[src/rtl/rca_writeback_unit.sv]
// rca_writeback_unit: drains the running RCA's result lane into a small circular
// buffer and presents in-order completions to the Taiga writeback port.
// Ports:
//   clk, rst                     clock, asynchronous active-low reset
//   currently_running_rca        selects the grid result lane to drain
//   grid_result_valid/data/pop   per-RCA output FIFO head and pop strobes
//   clear_fifos                  flush request (accelerator switch)
//   fifo_populated, wb_id,
//   wb_fb_instr                  issue controller ID FIFO head
//   wb_done, wb_rd, wb_id_out,
//   wb_ack                       writeback completion handshake
//   wb_committing                one-cycle pop strobe to the controller ID FIFO
//   protocol_err                 sticky flag: flush seen while a completion was in flight
module rca_writeback_unit #(
  parameter int XLEN             = 32,
  parameter int NUM_RCAS         = 4,
  parameter int RESULT_BUF_DEPTH = 4,
  parameter int ID_W             = 4
) (
  input  logic                          clk,
  input  logic                          rst,
  input  logic [$clog2(NUM_RCAS)-1:0]   currently_running_rca,
  input  logic                          clear_fifos,
  input  logic                          fifo_populated,
  input  logic [ID_W-1:0]               wb_id,
  input  logic                          wb_fb_instr,
  input  logic [NUM_RCAS-1:0]           grid_result_valid,
  input  logic [NUM_RCAS*XLEN-1:0]      grid_result_data,
  output logic [NUM_RCAS-1:0]           grid_result_pop,
  output logic                          wb_done,
  output logic [XLEN-1:0]               wb_rd,
  output logic [ID_W-1:0]               wb_id_out,
  input  logic                          wb_ack,
  output logic                          wb_committing,
  output logic                          protocol_err
);
  localparam int PW = $clog2(RESULT_BUF_DEPTH);
  localparam logic [PW:0] FULL = (PW+1)'(RESULT_BUF_DEPTH);
  typedef enum logic [1:0] {IDLE, WAIT_RESULT, PRESENT} state_t;
  state_t          r_state, w_next;
  logic [XLEN-1:0] r_buf [RESULT_BUF_DEPTH];
  logic [PW-1:0]   r_wr_ptr, r_rd_ptr;
  logic [PW:0]     r_count;
  logic            r_wb_done, r_err;
  logic [XLEN-1:0] r_wb_rd;
  logic [ID_W-1:0] r_wb_id;
  logic            w_push, w_take, w_latch, w_fb, w_has_data;
  logic [XLEN-1:0] w_data;
  // Pop is held off during reset so the grid never loses a result while we are cleared.
  assign w_push          = rst && grid_result_valid[currently_running_rca] && (r_count < FULL) && !clear_fifos;
  assign w_data          = grid_result_data[currently_running_rca*XLEN +: XLEN];
  assign grid_result_pop = NUM_RCAS'(w_push) << currently_running_rca;
  // A flush in the same cycle discards the head, so the FSM must not consume it.
  assign w_has_data      = (r_count != '0) && !clear_fifos;
  assign wb_done         = r_wb_done;
  assign wb_rd           = r_wb_rd;
  assign wb_id_out       = r_wb_id;
  assign wb_committing   = r_wb_done && wb_ack;
  assign protocol_err    = r_err;
  always_comb begin
    w_next  = r_state;
    w_take  = 1'b0;
    w_latch = 1'b0;
    w_fb    = 1'b0;
    case (r_state)
      IDLE: begin
        if (fifo_populated && wb_fb_instr) begin
          w_latch = 1'b1;
          w_fb    = 1'b1;
          w_next  = PRESENT;
        end else if (fifo_populated && w_has_data) begin
          w_latch = 1'b1;
          w_take  = 1'b1;
          w_next  = PRESENT;
        end else if (fifo_populated) begin
          w_next = WAIT_RESULT;
        end
      end
      WAIT_RESULT: begin
        if (w_has_data) begin
          w_latch = 1'b1;
          w_take  = 1'b1;
          w_next  = PRESENT;
        end
      end
      PRESENT: w_next = wb_ack ? IDLE : PRESENT;
      default: w_next = IDLE;
    endcase
  end
  always_ff @(posedge clk or negedge rst) begin
    if (!rst) begin
      r_state   <= IDLE;
      r_count   <= '0;
      r_wr_ptr  <= '0;
      r_rd_ptr  <= '0;
      r_wb_done <= 1'b0;
      r_wb_rd   <= '0;
      r_wb_id   <= '0;
      r_err     <= 1'b0;
    end else begin
      r_state   <= w_next;
      r_wb_done <= (w_next == PRESENT);
      r_err     <= r_err | (clear_fifos && (r_state != IDLE));
      if (clear_fifos) begin
        r_count  <= '0;
        r_wr_ptr <= '0;
        r_rd_ptr <= '0;
      end else begin
        if (w_push) r_wr_ptr <= r_wr_ptr + PW'(1);
        if (w_take) r_rd_ptr <= r_rd_ptr + PW'(1);
        r_count <= r_count + (PW+1)'(w_push) - (PW+1)'(w_take);
      end
      if (w_latch) begin
        r_wb_id <= wb_id;
        r_wb_rd <= w_fb ? '0 : r_buf[r_rd_ptr];
      end
    end
  end
  always_ff @(posedge clk) begin
    if (w_push) r_buf[r_wr_ptr] <= w_data;
  end
endmodule

[config.mk]
export PLATFORM = sky130hd
export DESIGN_NAME = rca_writeback_unit
export DESIGN_NICKNAME = d
export VERILOG_FILES = /design/src/rtl/rca_writeback_unit.sv
export SDC_FILE = /design/constraint.sdc
export NUM_CORES = 1
export LEC_CHECK = 0
export ABC_AREA = 0
export CORE_MARGIN = 2
export CORE_UTILIZATION = 49
export DETAILED_ROUTE_END_ITERATION = 16
export GPL_TIMING_DRIVEN = 0
export PLACE_DENSITY_LB_ADDON = 0.12
export SETUP_SLACK_MARGIN = 0.2
export SLEW_MARGIN = 20
export SYNTH_ARGS = -nofsm -noshare
export SYNTH_HDL_FRONTEND = slang
export SYNTH_SLANG_ARGS = --single-unit
[constraint.sdc]
create_clock -name clk -period 3.4 [get_ports clk]
set_input_delay 0.68 -clock clk [delete_from_list [all_inputs] [get_ports clk]]
set_output_delay 0.68 -clock clk [all_outputs]
set_load 0.01 [all_outputs]
==> flow_summary.toml <==
[sta]
final-hold-violation-count = 0
final.setup.tns_ns = 0
grt_setup_unrepaired = "yes"
worst-slew-pin-transition_ns = 0.7559
post-route-worst-setup-slack_ns = 0.3348
worst_slew_margin_rel_pct = 49.60
report.final.slew_viol_count = 0
setup-violations-final = 0
clock_skew_ns = 0.004841
achievable-frequency_ghz = 0.3262
finalWorstPathRequiredPeriod_ns = 3.065
fin_hold_ws_ns = 0.1489
final_critical_path_share_of_the_clock_period_pct = 90.15

[grt]
grt_overflow = 0
grt_start_max_net_pins = 50
grt_use_total_pct = 20.32
antenna_found_initial = 0
grt_first_pass_wirelength_mm = 24.28
grt_pass1_vias = 4710

[pwr]
peakVddDrop_uv = 437.9
p_leak_nw = 3.585
cell_pwr_density_mw_per_mm2 = 589.5
totalPowerFinal_mw = 5.977

[cts]
holdBufCountCts = 0
cts_buffers = 17
ctsHtreeMaxLevel = 4
clockBufferDepth = 2
clock_pin_slew_of_the_registers_on_the_worst_case_setup_and_hold_paths_ns = 0.06
tritoncts = "yes"
cts_num_sinks = 175
clock_latency_ns = 0.42
clock_tree.root_cell = "clkbuf_16"

[floorplan]
die_area_mm2 = 0.01601
core_area_mm2 = 0.01459
io_pins = 187
initial_core_util_pct = 50.42
die_w_um = 126.5
num_rows = 44
die_height_um = 126.5

[hold_path]
worstHoldPathType = "in -> async"

[finish]
drive_above_1_share_pct = 21.48
utilization_pct = 69.50
fill_cells = 959
diodes = 0
layout-area-overhead-vs-synth_pct = 37.85
layout.nets = 720
post-route-cell-area_mm2 = 0.01014
fin_cells = 766

[setup_path]
worst-endpoint-arrival_ns = 2.39
cp-end-kind = "output pin"
critical_path.max_fanout = 49
cpMaxStageDelayCell = "clkdlybuf4s50_1"
ordered_cell_list_for_the_critical_path = "buf_8, or3b_1, or2_1, nor3_1, clkdlybuf4s50_1"
required_time_of_the_critical_path_ns = 2.72
criticalPathCategory = "in -> out"
startpoint_type = "input port"
worst-r2r-cell-count = 11
critical_path.max_stage_delay_ns = 0.57

[placement]
place_inst = 730
port-buffer-count = 183
globalplace.congestion = 0.7858
placed_cell_area_mm2 = 0.009523
place.detailed.hpwl_mm = 11.05
dp_worst_setup_slack_ns = -0.2285

[synthesis]
distinct_cell_type_count_after_synthesis = 33
ffs_latches_synth = 175
synth_sequential_area_ratio_pct = 68.24
synthFlopType = "edfxtp_1"
syn-mean-instance-area_um2 = 20.49
synth-edff-count = 128
postSynthNetCount = 510
synthTopCellsByArea = "edfxtp_1, mux4_2, dfrtp_1"
netlist_area_mm2 = 0.007356
synthesis.yosys.warnings = 0
async_flop_share_pct = 26.86
post_synthesis_cells = 359
synth_area_leader_cell = "edfxtp_1"
synth.top_cell.area_share_pct = 52.25

[route]
antenna_left = 0
post_drt_wl_per_cell_um = 20.10
routed_via_density = 5.621
drt_first_pass_iters = 4
post-route-drc-count = 0
detailroute.via_count = 4306
dr.first_iter.drc_count = 347
finalWirelength_mm = 15.39

[outcome]
status = "finished, final reports clean"

[run]
max_cap_viol_count = 0
state kept, by name, indices dropped and copies added, names as in the netlist:
name	flops
protocol_err	1
r_buf	128
r_count	3
r_rd_ptr	2
r_state	2
r_wr_ptr	2
wb_done	1
wb_id_out	4
wb_rd	32
per-layer routing:
layer  routed length (µm)  track usage [%]  vias to the layer above
met5                    0                0                        -
met2                 8081            35.36                      178
met1                 6056            24.54                     2199
met4                  207            6.787                        0
met3                 1049            5.778                       22
li1                     -                -                     1907
repair_timing:
action                                  CTS  global route
buffers inserted                          0             4
gates resized for setup                   1             2
pin swaps                                 0             1
endpoints found under the setup margin    2             4
placed cells by master, fill, tap and decap left out, types with 3 or more instances in the layout:
cell type        count
a22o_1              32
and2_2               4
buf_16               3
buf_2               12
buf_4                7
bufinv_16            3
clkbuf_1            12
clkbuf_16           17
clkdlybuf4s50_1    182
clkinv_1             3
clkinv_2             4
dfrtp_1             47
edfxtp_1           128
ha_1                 6
inv_1                5
mux2_1               4
mux2i_1              3
mux4_2              64
nand2_1              3
nand2b_1             4
nor2_1               8
xnor2_1              3
cells by family (layout without fill, tap and decap cells):
logic type                 count (synthesis)  count (layout)  synth area share [%]
muxes                                     73              73                 20.92
xor gates and xnor gates                   4               4                0.4764
buffers and inverters                     31             254                 1.939
and+or+nand+nor                           28              28                 2.092
DFF                                      175             175                 68.24
AOI/OAI and AO/OA                         41              41                 5.035
adders and majority gates                  7               7                 1.293
cells in the mapped netlist (all sizes together) (2+ instances only):
| master | number |
|---|---|
| nor2 | 8 |
| nor3 | 3 |
| o21bai | 2 |
| nor2b | 2 |
| o32ai | 2 |
| nand2 | 3 |
| mux2i | 3 |
| a22o | 32 |
| clkbuf | 10 |
| buf | 15 |
| edfxtp | 128 |
| dfrtp | 47 |
| and2 | 5 |
| xnor2 | 3 |
| ha | 6 |
| mux2 | 6 |
| mux4 | 64 |
| nand2b | 4 |
| inv | 6 |
final timing paths:
path                         startpoint                 end  slack [ns]
max in group asynchronous           rst           wb_rd[28]        2.93
max                                 rst  grid_result_pop[0]        0.33
min in group clk           protocol_err        protocol_err        0.48
min reg2reg                protocol_err        protocol_err        0.48
max reg2reg                  r_count[2]          r_count[2]        0.81
min                                 rst           wb_rd[22]        0.15
layout make-up:
| cell class | instances | area [µm²] | area share [%] |
|---|---|---|---|
| plain buffers | 25 | 120.1 | 1.185 |
| flip-flops and latches | 175 | 5020 | 49.51 |
| clock buffers | 19 | 432.9 | 4.270 |
| well taps | 184 | 230.2 | 2.270 |
| repair buffers | 191 | 1969 | 19.42 |
| clock inverters | 13 | 146.4 | 1.444 |
| multi-input cells | 153 | 2198 | 21.68 |
| inverters | 6 | 22.52 | 0.2221 |
critical path, delay by kind of cell:
family	cells	cell delay, ns
buffers and inverters	2	0.87
AND/OR/NAND/NOR	3	0.80
power breakdown:
group | switching (mW) | internal [mW]
clock network | 0.749 | 1.14
registers | 0.143 | 2.55
logic | 0.565 | 0.824
total | 1.46 | 4.52
(Power assumes the default switching activity.)
